File: src/rtl/ps2_key_decoder.sv
// PS/2 set-2 scan-code sequencer: folds E0/F0 prefixes into key events and queues them in a FWFT FIFO.
// Optional typematic repeat suppression is built when PS2_REPEAT_FILTER_EN is defined.
module ps2_key_decoder #(
  parameter int FIFO_DEPTH     = 4,
  parameter int TIMEOUT_CYCLES = 1000000
) (
  input  logic                         clk,
  input  logic                         rst,
  input  logic                         code_valid,
  input  logic [7:0]                   code,
  input  logic                         evt_ready,
  output logic                         evt_valid,
  output logic [7:0]                   evt_code,
  output logic                         evt_release,
  output logic                         evt_extended,
  output logic [$clog2(FIFO_DEPTH):0]  fifo_count,
  output logic                         overflow
);

  localparam int PW = (FIFO_DEPTH > 1) ? $clog2(FIFO_DEPTH) : 1;
  localparam int TW = (TIMEOUT_CYCLES > 1) ? $clog2(TIMEOUT_CYCLES) : 1;
  localparam logic [TW-1:0] TMAX    = TW'(TIMEOUT_CYCLES - 1);
  localparam logic [PW:0]   DEPTH_C = (PW+1)'(FIFO_DEPTH);

  typedef enum logic [1:0] {IDLE, PFX_E0, PFX_F0, PFX_E0F0} state_t;

  state_t          state_reg, state_next;
  logic [TW-1:0]   tmo_reg, tmo_next;
  logic            emit;
  logic            emit_rel;
  logic            emit_ext;
  logic            is_control;
  logic            push;

  // Bytes that belong to keyboard housekeeping (ack, BAT, errors, pause prefix).
  always_comb begin
    case (code)
      8'h00, 8'hAA, 8'hE1, 8'hFA, 8'hFE, 8'hFF: is_control = 1'b1;
      default:                                  is_control = 1'b0;
    endcase
  end

  always_ff @(posedge clk or posedge rst) begin
    if (rst) begin
      state_reg <= IDLE;
      tmo_reg   <= '0;
    end else begin
      state_reg <= state_next;
      tmo_reg   <= tmo_next;
    end
  end

  always_comb begin
    state_next = state_reg;
    tmo_next   = tmo_reg;
    emit       = 1'b0;
    emit_rel   = (state_reg == PFX_F0) || (state_reg == PFX_E0F0);
    emit_ext   = (state_reg == PFX_E0) || (state_reg == PFX_E0F0);
    if (code_valid) begin
      tmo_next = '0;
      if (is_control) begin
        state_next = IDLE;
      end else if (code == 8'hE0) begin
        state_next = PFX_E0;
      end else if (code == 8'hF0) begin
        case (state_reg)
          IDLE:     state_next = PFX_F0;
          PFX_F0:   state_next = PFX_F0;
          PFX_E0:   state_next = PFX_E0F0;
          default:  state_next = PFX_E0F0;
        endcase
      end else begin
        emit       = 1'b1;
        state_next = IDLE;
      end
    end else if (state_reg == IDLE) begin
      tmo_next = '0;
    end else if (tmo_reg == TMAX) begin
      // Stale partial sequence: abandon it silently.
      state_next = IDLE;
      tmo_next   = '0;
    end else begin
      tmo_next = tmo_reg + 1'b1;
    end
  end

`ifdef PS2_REPEAT_FILTER_EN
  logic       held_reg;
  logic [8:0] held_key_reg;
  logic       same_key;

  assign same_key = held_reg && (held_key_reg == {emit_ext, code});
  assign push     = emit && !(!emit_rel && same_key);

  always_ff @(posedge clk or posedge rst) begin
    if (rst) begin
      held_reg     <= 1'b0;
      held_key_reg <= '0;
    end else if (emit) begin
      if (!emit_rel) begin
        if (!same_key) begin
          held_reg     <= 1'b1;
          held_key_reg <= {emit_ext, code};
        end
      end else if (same_key) begin
        held_reg <= 1'b0;
      end
    end
  end
`else
  assign push = emit;
`endif

  // Event FIFO: entry layout is {extended, release, code}.
  logic [9:0]    mem [FIFO_DEPTH];
  logic [PW-1:0] wr_ptr_reg, rd_ptr_reg;
  logic [PW:0]   count_reg, count_next;
  logic          overflow_reg;
  logic          pop;
  logic          full;
  logic          push_ok;
  logic          drop;
  logic [9:0]    head;
  logic [9:0]    entry;

  assign entry   = {emit_ext, emit_rel, code};
  assign pop     = (count_reg != '0) && evt_ready;
  assign full    = (count_reg == DEPTH_C);
  assign push_ok = push && (!full || pop);
  assign drop    = push && full && !pop;

  genvar gi;
  generate
    for (gi = 0; gi < FIFO_DEPTH; gi++) begin : g_slot
      always_ff @(posedge clk or posedge rst) begin
        if (rst) begin
          mem[gi] <= '0;
        end else if (push_ok && (wr_ptr_reg == PW'(gi))) begin
          mem[gi] <= entry;
        end
      end
    end
  endgenerate

  always_comb begin
    count_next = count_reg;
    case ({push_ok, pop})
      2'b10:   count_next = count_reg + 1'b1;
      2'b01:   count_next = count_reg - 1'b1;
      default: count_next = count_reg;
    endcase
  end

  always_ff @(posedge clk or posedge rst) begin
    if (rst) begin
      wr_ptr_reg   <= '0;
      rd_ptr_reg   <= '0;
      count_reg    <= '0;
      overflow_reg <= 1'b0;
    end else begin
      if (push_ok) wr_ptr_reg <= (wr_ptr_reg == PW'(FIFO_DEPTH - 1)) ? '0 : wr_ptr_reg + 1'b1;
      if (pop)     rd_ptr_reg <= (rd_ptr_reg == PW'(FIFO_DEPTH - 1)) ? '0 : rd_ptr_reg + 1'b1;
      count_reg <= count_next;
      if (drop) overflow_reg <= 1'b1;
    end
  end

  // Head fields read as zero whenever the FIFO is empty.
  assign head         = mem[rd_ptr_reg];
  assign evt_valid    = (count_reg != '0);
  assign evt_code     = evt_valid ? head[7:0] : 8'h00;
  assign evt_release  = evt_valid ? head[8]   : 1'b0;
  assign evt_extended = evt_valid ? head[9]   : 1'b0;
  assign fifo_count   = count_reg;
  assign overflow     = overflow_reg;

endmodule

File: config.mk
export PLATFORM = sky130hd
export DESIGN_NAME = ps2_key_decoder
export DESIGN_NICKNAME = d
export VERILOG_FILES = /design/src/rtl/ps2_key_decoder.sv
export SDC_FILE = /design/constraint.sdc
export NUM_CORES = 1
export LEC_CHECK = 0
export BUFFER_PORTS_ARGS = -buffer_cell sky130_fd_sc_hd__buf_4
export CORE_MARGIN = 4
export CORE_UTILIZATION = 45
export DETAILED_ROUTE_END_ITERATION = 10
export SLEW_MARGIN = 20
export SYNTH_ARGS = -nofsm -noshare
export SYNTH_HDL_FRONTEND = slang
export SYNTH_SLANG_ARGS = --single-unit
File: constraint.sdc
create_clock -name clk -period 6.3 [get_ports clk]
set_clock_uncertainty 0.05 [all_clocks]
set_input_delay 0.315 -clock clk [delete_from_list [all_inputs] [get_ports clk]]
set_output_delay 0.315 -clock clk [all_outputs]
set_load 0.02 [all_outputs]
; After elaboration in Yosys (flattened, before gate mapping)
; Cells that the tools add are included.
[classes]
add_sub_neg = 5
order_cmp = 1
eq_ne = 19
muxes = 24
bitwise = 1
reduce_logical = 22
[op_table]
columns = op, n
row1 = two-way mux 20 bit, 3
row2 = == test 8 bit (second input constant), 7
row3 = adder 20 x 1 -> 20 bit (second input constant), 1
row4 = binary-select mux 10 bit (select 2 bit), 1
row5 = == test 20 bit (second input constant), 1
row6 = two-way mux 10 bit, 2
row7 = two-way mux 2 bit, 8
row8 = == test 2 bit (second input constant), 6
row9 = logical AND 1 bit, 8
row10 = zero test 8 bit, 1
row11 = two-way mux 1 bit, 8
row12 = two-way mux 8 bit, 1
row13 = == test 2 x 1 -> 1 bit (second input constant), 3
row14 = one-hot mux 3 bit (2 select lines), 1
row15 = OR reduction 6 bit, 1
row16 = adder 2 x 1 -> 2 bit (second input constant), 2
row17 = zero test 2 bit, 2
row18 = nonzero test 2 bit, 2
row19 = adder 3 x 1 -> 3 bit (second input constant), 1
row20 = == test 3 bit (second input constant), 1
row21 = greater-or-equal comparator 3 bit (second input constant), 1
row22 = logical OR 1 bit, 3
row23 = NOT 2 -> 3 bit, 1
row24 = nonzero test 3 bit, 1
row25 = 5 further kinds, 6
[totals]
ff_bits = 70
input_bits = 12
elab_cells = 82

; Longest topological paths before layout
[logic_depth]
depth_word = 8
ltp_mapped = 10
ltp_nobuf = 8

; Least setup slack after synthesis
; Ideal clock, no wire load.
[synth_timing]
kind = input to register
start = input code[6]
end = register count_reg[1], in the netlist fifo_count[1]
setup_time_ns = 0.104
arrival_ns = 1.994
t_required_ns = 6.146
setup_slack_ns = 4.152
path_stages = 9
n_path_buf = 2
cell_sequence = buf_4 xnor2_1 a31oi_1 o211a_4 buf_6 nor2_1 fa_1 o211ai_1 a221oi_1
[synth_between]
elab_chain_cells = 8
word_cells_on_any_way = 19
[synth_rtl]
columns = item, line
row1 = start: declaration, 10  ; input logic [7:0] code,
row2 = "== test 8 bit, or another cell as far along", 37  ; case (code)
row3 = OR reduction 6 bit / two-way mux 1 bit (equally long branches), "37, 65"
row4 = "two-way mux 1 bit, on equally long branches", "37, 63"
row5 = two-way mux 1 bit *, 61  ; if (is_control) begin
row6 = two-way mux 1 bit *, 59  ; if (code_valid) begin
row7 = logical AND 1 bit *, 129  ; assign push_ok = push && (!full || pop);
row8 = == test 2 x 1 -> 1 bit / == test 2 bit (equally long branches), 147  ; case ({push_ok, pop})
row9 = one-hot mux 3 bit (2 select lines) *, 147
row10 = via count_next[1], 117  ; logic [PW:0] count_reg, count_next;
row11 = end signal: assignment, 163  ; count_reg <= count_next;
row12 = end: declaration, 117
; The timed path passes the listed nets; every way through them passes the cells marked *.
; A chain may end at the register's enable or synchronous reset.

; Final worst setup path
[layout_timing]
start = register rd_ptr_reg[0]
end = output evt_release
[layout_between]
elab_chain_cells = 5
[layout_rtl]
columns = item, line
row1 = start: declaration, 116  ; logic [PW-1:0] wr_ptr_reg, rd_ptr_reg;
row2 = start signal: assignment, 162  ; if (pop) rd_ptr_reg <= (rd_ptr_reg == PW'(FIFO_DEPTH - 1)) ? '0 : rd_ptr_reg + 1'b1;
row3 = NOT 2 -> 3 bit (implied by the code), 169  ; assign head = mem[rd_ptr_reg];
row4 = binary-select mux 10 bit (select 2 bit), 169
row5 = two-way mux 10 bit (implied by the code) (2 in a row), 169
row6 = two-way mux 1 bit, 172  ; assign evt_release = evt_valid ? head[8] : 1'b0;
row7 = end: declaration, 14  ; output logic evt_release,
; No other way between the ends. The select of a mux whose other input is x is not followed.

==> results.yml <==
power_and_ir_drop:
  seq_power_share_pct: 41.1
  clkPwrFrac_pct: 20.6
  p_per_area_nw_per_um2: 425
  p_sw_uw: 550
  p_sw_share_pct: 32.5
  total_power_mw: 1.69
  combPwrFrac_pct: 38.3
  internal_power_mw: 1.14
  ir_drop_uv: 171
  leakage_nw: 1.69
final_layout:
  finalNetCount: 334
  finalNonFillerCells: 417
  final_core_util_pct: 53.6
  n_antenna_cell: 0
  multi_input_area_um2: 1660
  drive_above_1_share_pct: 32.4
  nFillCells: 662
  largest_reg_flops: 40
  seq_area_um2: 1750
  syn_to_final_growth_pct: 13.0
logic_synthesis:
  syn_area_per_cell_um2: 12.3
  syn-cell-area_um2: 3510
  synth.distinct_cells: 45
  ys_ff_latch: 70
  yosysSeqAreaShare_pct: 49.8
  yosysWarnings: 0
  async_reset_ff_share_pct: 100
  post-synth-top-count-cell: "dfrtp_1"
  synth_ff_type: "dfrtp_1"
  synthesis.nets: 305
  synth_top_area_share_pct: 49.8
  synth-edff-count: 0
  synth_cells: 286
  synthTopCellsByArea: "dfrtp_1 (50%), mux2_2 (14%), mux4_2 (6.4%), xnor2_1 (4.0%), nor2_1 (3.0%)"
  ys_top_cells_by_count: "dfrtp_1 (70), mux2_2 (43), nor2_1 (28), xnor2_1 (16), nand3_1 (14)"
  synth_area_leader_cell: "dfrtp_1"
critical_path:
  crit_path_max_fanout: 13
  cp.buffers_inverters: 1
  startpoint_type: "flop"
  r2r_start: "fifo_count[0]"
  cp_top_family: "flip-flops"
  worstSetupStartpoint: "rd_ptr_reg[0]"
  critPathMaxStageDelay_ns: 0.84
  cp.arrival_ns: 2.11
  cpMaxStageDelayCell: "dfrtp_1"
  crit_chain: "mux4_2 -> and2_1 -> buf_4"
  required_ns: 5.93
  end_kind: "output pin"
  path_class: "reg2out"
detailed_routing:
  drt-total-wl_mm: 6.61
  vias: 2234
  antenna_left: 0
  drc: 0
  post_drt_wl_per_cell_um: 15.9
  first_iter_violations: 83
  dr.pass1.iters: 4
  vias_per_cell: 5.36
clock_network:
  cts_setup_buffers: 0
  cts_buffers: 9
  clockRootBuffer: "clkbuf_8"
  cts_max_level: 3
  path_clk_slew_ns: 0.07
  clock_path_buffers: 2
  cts_tree: "done"
  worstSkewPairLatency_ns: 0.34
  cts_hold_buf: 0
  cts_resized: 0
  cts.sinks: 70
global_routing:
  grt_usage_pct: 16.1
  grt_max_degree: 71
  grt_pass1_vias: 2248
  grt_overflow: 0
  grt_pass1_wl_mm: 11.2
  antenna_found_initial: 0
timing:
  max_slew_margin_pct: 39.8
  rsz0062_at_grt: "no"
  fmax_mhz: 404
  tightestPinTransition_ns: 0.903
  period_share_pct: 39.3
  final-setup-viol-count: 0
  tns_ns: 0
  hold_violations: 0
  maxSlewViolCount: 0
  fin_crit_ns: 2.48
die:
  rows: 31
  initial_utilization_pct: 47.4
  die-area_um2: 9290
  die_height_um: 96.4
  die_w_um: 96.4
  coreArea_um2: 7410
  ios: 27
run_status:
  status: "finished, final reports clean"
hold_path:
  hold_class: "in2async"
place:
  portBuffers: 26
  placed_cells: 403
  hpwl_mm: 4.30
  routabilityCongestion: 0.766
job:
  max_cap_viol_count: 0
==> power groups by stage <==
stage                     clock network (mW)  logic [mW]  registers [mW]
after floorplan                            0       0.492           0.665
after global placement                     0       0.650           0.699
after detailed placement                   0       0.654           0.705
after CTS                              0.364       0.659           0.696
after global routing                   0.382       0.705           0.715
final                                  0.348       0.647           0.694
==> layout by cell type (no fill, tap or decap), types with 3 or more instances in the layout <==
cell / synthesis / final
xnor2_1: 16 / 16
nand2_1: 8 / 8
or4_1: 3 / 3
nand3_2: 3 / 3
mux2_2: 43 / 43
nor3_1: 6 / 6
nand4_1: 4 / 4
nand3_1: 14 / 14
clkbuf_8: 0 / 10
mux4_2: 10 / 10
and2_1: 10 / 10
dfrtp_1: 70 / 70
ha_1: 6 / 6
xor2_1: 5 / 5
and3_1: 4 / 4
buf_4: 1 / 28
nor4_1: 6 / 6
inv_1: 11 / 10
nor2_1: 28 / 28
==> metal layers <==
| layer | up-vias | GRT usage (%) | share of wire [%] |
|---|---|---|---|
| li1 | 1077 | - | - |
| met1 | 1109 | 19.2 | 45 |
| met2 | 39 | 27.9 | 50 |
| met3 | 9 | 5.34 | 3.9 |
| met4 | 0 | 4.21 | 1.4 |
| met5 | - | 0 | 0 |
==> layout make-up <==
type	instances	share of cell area, %
flip-flops and latches	70	44.1
multi-input cells	195	41.8
repair buffers	28	5.29
clock buffers	10	3.46
well taps	99	3.12
clock inverters	4	1.23
inverters	11	1.04
==> cell families (layout without fill, tap and decap cells) <==
group	count (synthesis)	in the layout	share of synthesized area, %
buf+inv	21	53	2.95
compound gates	16	16	3.70
flops	70	70	49.8
xor+xnor	21	21	5.23
mux	55	55	20.8
simple gates	96	96	14.8
fa+ha+maj	7	7	2.71
==> worst paths after layout <==
check | to | slack [ns] | cells after the start
worst max register to register | fifo_count[1] | 3.93 | 6
worst max-delay path | evt_release | 3.82 | 3
max in group asynchronous | fifo_count[2] | 5.41 | 3
worst min-delay path | mem[12] | 0.19 | 3
worst min register to register | overflow | 0.45 | 1
min in group clk | state_reg[0] | 0.19 | 2
==> worst min-delay path, cell delays in order <==
cell and delay [ns]:
buf_4 0.11, inv_2 0.03, buf_4 0.66
==> through the flow <==
stage | area, µm² | worst slack [ns] | hold slack (ns)
finish | 3970 | 3.82 | 0.185
floorplan | 3510 | 4.15 | 0.415
global route | 3970 | 3.70 | 0.173
CTS | 3970 | 3.77 | 0.170
detailed placement | 3790 | 3.92 | 0.433
global placement | 3790 | 4.00 | 0.422
No activity file was read; power rests on OpenSTA's default activity.
